## src/rtl/capture_readout_sequencer.sv

```systemverilog
// Capture/readout sequencer: arms all channel write controllers, waits for every
// channel FIFO to fill, then drains channel 0..NUM_CH-1 as one AXI-Stream packet each.
module capture_readout_sequencer #(
  parameter int unsigned NUM_CH  = 4,
  parameter int unsigned DATA_W  = 16,
  parameter int unsigned DEPTH   = 1024,
  parameter int unsigned TIMEOUT = 2**20
) (
  input  logic                       clk,
  input  logic                       rstn,
  input  logic                       arm,
  input  logic                       abort,
  output logic                       wc_start,
  input  logic [NUM_CH-1:0]          ch_full,
  input  logic [NUM_CH-1:0]          ch_empty,
  input  logic [NUM_CH*DATA_W-1:0]   ch_dout,
  output logic [NUM_CH-1:0]          ch_rd_en,
  output logic [DATA_W-1:0]          m_tdata,
  output logic                       m_tvalid,
  input  logic                       m_tready,
  output logic                       m_tlast,
  output logic [$clog2(NUM_CH)-1:0]  m_tuser,
  output logic                       busy,
  output logic                       done,
  output logic                       timeout_err
);

  localparam int unsigned SW = $clog2(NUM_CH);
  localparam int unsigned WW = $clog2(DEPTH);
  localparam int unsigned TW = (TIMEOUT > 1) ? $clog2(TIMEOUT) : 1;

  typedef enum logic [2:0] {
    S_IDLE,
    S_START,
    S_WAIT_FULL,
    S_DRAIN,
    S_DONE
  } state_e;

  state_e        state_q, state_d;
  logic [SW-1:0] sel_q, sel_d;
  logic [WW-1:0] wcnt_q, wcnt_d;
  logic [TW-1:0] timer_q, timer_d;
  logic          wc_start_q, wc_start_d;
  logic          done_q, done_d;
  logic          busy_q, busy_d;
  logic          err_q, err_d;
  logic          hs;

  // Stream datapath is a pure function of the selected channel; abort masks the
  // handshake so no word is popped from a FIFO without being accepted downstream.
  always_comb begin
    m_tdata  = '0;
    m_tuser  = '0;
    m_tvalid = 1'b0;
    m_tlast  = 1'b0;
    ch_rd_en = '0;
    if (state_q == S_DRAIN) begin
      m_tdata  = ch_dout[sel_q*DATA_W +: DATA_W];
      m_tuser  = sel_q;
      m_tvalid = ~ch_empty[sel_q] & ~abort;
      m_tlast  = (wcnt_q == WW'(DEPTH - 1));
    end
    hs = m_tvalid & m_tready;
    if (hs) begin
      ch_rd_en[sel_q] = 1'b1;
    end
  end

  always_comb begin
    state_d = state_q;
    sel_d   = sel_q;
    wcnt_d  = wcnt_q;
    timer_d = timer_q;
    err_d   = err_q;
    case (state_q)
      S_IDLE: begin
        if (arm) begin
          state_d = S_START;
          err_d   = 1'b0;
        end
      end
      S_START: begin
        state_d = S_WAIT_FULL;
        timer_d = '0;
      end
      S_WAIT_FULL: begin
        if (&ch_full) begin
          state_d = S_DRAIN;
          sel_d   = '0;
          wcnt_d  = '0;
        end else if (timer_q == TW'(TIMEOUT - 1)) begin
          state_d = S_IDLE;
          err_d   = 1'b1;
        end else begin
          timer_d = timer_q + TW'(1);
        end
      end
      S_DRAIN: begin
        if (hs) begin
          if (m_tlast) begin
            wcnt_d = '0;
            if (sel_q == SW'(NUM_CH - 1)) begin
              state_d = S_DONE;
            end else begin
              sel_d = sel_q + SW'(1);
            end
          end else begin
            wcnt_d = wcnt_q + WW'(1);
          end
        end
      end
      S_DONE: begin
        state_d = S_IDLE;
      end
      default: begin
        state_d = S_IDLE;
      end
    endcase
    // abort wins over arm and over a same-cycle timeout; the error flag is left as it was
    if (abort) begin
      state_d = S_IDLE;
      err_d   = err_q;
    end
    wc_start_d = (state_d == S_START);
    done_d     = (state_d == S_DONE);
    busy_d     = (state_d != S_IDLE);
  end

  always_ff @(posedge clk or negedge rstn) begin
    if (!rstn) begin
      state_q    <= S_IDLE;
      sel_q      <= '0;
      wcnt_q     <= '0;
      timer_q    <= '0;
      wc_start_q <= 1'b0;
      done_q     <= 1'b0;
      busy_q     <= 1'b0;
      err_q      <= 1'b0;
    end else begin
      state_q    <= state_d;
      sel_q      <= sel_d;
      wcnt_q     <= wcnt_d;
      timer_q    <= timer_d;
      wc_start_q <= wc_start_d;
      done_q     <= done_d;
      busy_q     <= busy_d;
      err_q      <= err_d;
    end
  end

  assign wc_start    = wc_start_q;
  assign done        = done_q;
  assign busy        = busy_q;
  assign timeout_err = err_q;

endmodule

```

## config.mk

```make
export PLATFORM = sky130hd
export DESIGN_NAME = capture_readout_sequencer
export DESIGN_NICKNAME = d
export VERILOG_FILES = /design/src/rtl/capture_readout_sequencer.sv
export SDC_FILE = /design/constraint.sdc
export NUM_CORES = 1
export LEC_CHECK = 0
export BUFFER_PORTS_ARGS = -buffer_cell sky130_fd_sc_hd__buf_2
export CORE_AREA = 3 3 70 137
export DETAILED_ROUTE_END_ITERATION = 6
export DIE_AREA = 0 0 73 140
export PLACE_DENSITY = 0.57
export SYNTH_ARGS = -nofsm -noshare
export SYNTH_HDL_FRONTEND = slang
export SYNTH_SLANG_ARGS = --single-unit
```

## constraint.sdc

```tcl
create_clock -name clk -period 4.7 [get_ports clk]
set_input_delay 0.47 -clock clk [delete_from_list [all_inputs] [get_ports clk]]
set_output_delay 0.47 -clock clk [all_outputs]
set_load 0.02 [all_outputs]
```

==> flow_metrics.env <==
export IMPL_outcome="finished, final reports clean"
export IMPL_ys_ff_latch=39
export IMPL_ys_flop_type="dfrtp_1"
export IMPL_ant_nets=0
export IMPL_cts_sinks=39
export IMPL_yosysMostFrequentCell="dfrtp_1"
export IMPL_synthArstFlopShare_pct=100
export IMPL_routed_wl_microns=7440
export IMPL_grt_use_total_pct=14.8
export IMPL_post_dp_cell_area_sq_um=3260
export IMPL_synth_edf_count=0
export IMPL_drive_above_1_share_pct=37.0
export IMPL_grt_max_degree=40
export IMPL_clock_skew_ns=0.00410
export IMPL_worstMarginPinSlew_ns=0.877
export IMPL_holdCritPathClass="primary input to async pin"
export IMPL_final_min_clock_period_ns=3.12
export IMPL_dieWidth_microns=73
export IMPL_instances_no_fill=473
export IMPL_area_growth_pct=29.1
export IMPL_synth_fp_nets=354
export IMPL_clock_path_buffers=2
export IMPL_power_density_nw_per_um2=280
export IMPL_rsz0062_at_grt="no"
export IMPL_detailed_place_hpwl_microns=5930
export IMPL_grt_pass1_wl_microns=12100
export IMPL_die_h_microns=140
export IMPL_die_area_sq_um=10200
export IMPL_cp_required_ns=4.23
export IMPL_power_leakage_nw=1.57
export IMPL_overflow=0
export IMPL_wire_per_inst_microns=15.7
export IMPL_design_area_sq_um=3430
export IMPL_max_cap_viol_count=0
export IMPL_synth_top_area_cell="dfrtp_1"
export IMPL_antenna_found_initial=0
export IMPL_synth_top_cells_by_count="dfrtp_1, o21ai_0, and2_1"
export IMPL_netlist_area_leader_share_pct=36.7
export IMPL_ctsResizeCount=0
export IMPL_post_cts_buffers=0
export IMPL_finalSetupViolCount=0
export IMPL_drtIter0Drc=124
export IMPL_fin_tns_setup_ns=0
export IMPL_grt_pass1_vias=2679
export IMPL_multi_input_area_sq_um=1600
export IMPL_fin_nets=455
export IMPL_start_util_pct=30.5
export IMPL_timing_fmax_mhz=321
export IMPL_synth_cell_types=46
export IMPL_num_rows=48
export IMPL_regArea_sq_um=976
export IMPL_synthCells=271
export IMPL_cts_tree="built"
export IMPL_vias_per_cell=5.51
export IMPL_endpoint_kind="output port"
export IMPL_syn_area_per_cell_sq_um=9.81
export IMPL_port_buffer_count=104
export IMPL_cts_buffers=5
export IMPL_relSlewSlack_pct=41.6
export IMPL_startpoint_type="flop"
export IMPL_synth_cell_area_sq_um=2660
export IMPL_path_clk_slew_ns=0.06
export IMPL_drc=0
export IMPL_drt_pass1_iterations=4
export IMPL_vias=2608
export IMPL_gp_congestion=0.780
export IMPL_insertion_delay_ns=0.28
export IMPL_synth_area_top_cells="dfrtp_1, mux4_2, and2_1"
export IMPL_place_inst=465
export IMPL_cts_root_buf="clkbuf_16"
export IMPL_peakVddDrop_uv=137
export IMPL_path_max_fanout=20
export IMPL_htreeDepth=2
export IMPL_io_pins=105
export IMPL_fill_cells=889
export IMPL_cp_data_arrival_time_ns=2.65
export IMPL_ys_warn_count=0
export IMPL_worstSetupPathType="flop to output port"
export IMPL_slew_viol_final=0
export IMPL_cts_hold_repair_buffers=0
export IMPL_n_antenna_cell=0
export IMPL_finalCritPeriodShare_pct=66.3
export IMPL_finalHoldViolations=0
export IMPL_coreArea_sq_um=8710
export IMPL_synth_seq_area_share_pct=36.7
-- layout by cell type, fill, tap and decap left out, types with 6 or more instances in the layout --
master,synthesis,layout
ha_1,6,6
nand2_1,18,18
and2_1,21,21
or3_1,12,12
buf_2,3,104
dfrtp_1,39,39
a31oi_1,7,7
inv_1,8,8
a21oi_1,18,18
nand3_1,17,17
o31ai_1,6,6
o21ai_0,22,22
mux4_2,17,17
nor2_1,15,15
and3_1,6,6
-- where the power goes --
| part | leakage [nW] | internal [W] | total (W) | switching [W] |
|---|---|---|---|---|
| Clock | 0.0868 | 0.000264 | 0.000392 | 0.000128 |
| Combinational | 0.945 | 0.000101 | 0.000177 | 0.0000753 |
| Sequential | 0.535 | 0.000352 | 0.000393 | 0.0000406 |
| Total | 1.57 | 0.000718 | 0.000962 | 0.000244 |
-- layout make-up --
cell class                      count  area share (%)
Tap cell                          100            3.65
Clock inverter                      2            1.02
Inverter                            8           0.875
Clock buffer                        6            4.05
Timing Repair Buffer              105            15.4
Sequential cell                    39            28.4
Multi-Input combinational cell    213            46.6
-- critical path, cell delays in order, from the launching register on --
cell and delay (ns):
dfrtp_1 0.86, mux4_2 0.43, nor3b_2 0.65, and2_1 0.25, buf_2 0.18
-- layer usage --
metal  part of all wire, %  vias to the layer above  global-route usage [%]
met3                   7.3                        5                    3.02
met4                  0.63                        0                    2.63
met2                    58                      110                    29.7
met5                     0                        -                       0
li1                      -                     1231                       -
met1                    34                     1262                    14.9
-- path summary, 6_finish.rpt --
path,slack [ns],cells after the start,to,from
max reg2reg,1.80,5,wcnt_q[9],sel_q[1]
max,1.58,4,ch_rd_en[3],sel_q[1]
max in group asynchronous,3.83,1,wcnt_q[0],rstn
min reg2reg,0.49,1,timeout_err,timeout_err
min in group clk,0.49,1,timeout_err,timeout_err
min,0.30,1,timer_q[14],rstn
-- metrics by stage --
| stage | utilization [%] | worst slack (ns) | hold WS [ns] | power, W |
|---|---|---|---|---|
| floorplan | - | 2.43 | 0.174 | 0.000506 |
| global placement | 37.4 | 1.83 | 0.493 | 0.000575 |
| detailed placement | 37.4 | 1.78 | 0.490 | 0.000581 |
| CTS | 39.4 | 1.55 | 0.356 | 0.000981 |
| global route | 39.4 | 1.39 | 0.378 | 0.00101 |
| finish | 39.4 | 1.58 | 0.298 | 0.000962 |
-- cell families (layout without fill, tap and decap cells) --
group           after synthesis  in the layout  synth area share [%]
buf+inv                      19            121                  3.11
xor+xnor                      1              1                 0.330
mux                          21             21                  16.0
fa+ha+maj                     6              6                  2.82
compound gates               68             68                  15.7
simple gates                117            117                  25.3
flops                        39             39                  36.7
-- sequential cells by signal, summed over array words and instances (netlist names) --
signal       flops
sel_q            2
state_q          3
timer_q         20
timeout_err      1
busy             1
wcnt_q          10
wc_start         1
done             1
Power figures use the tool's default switching activity.
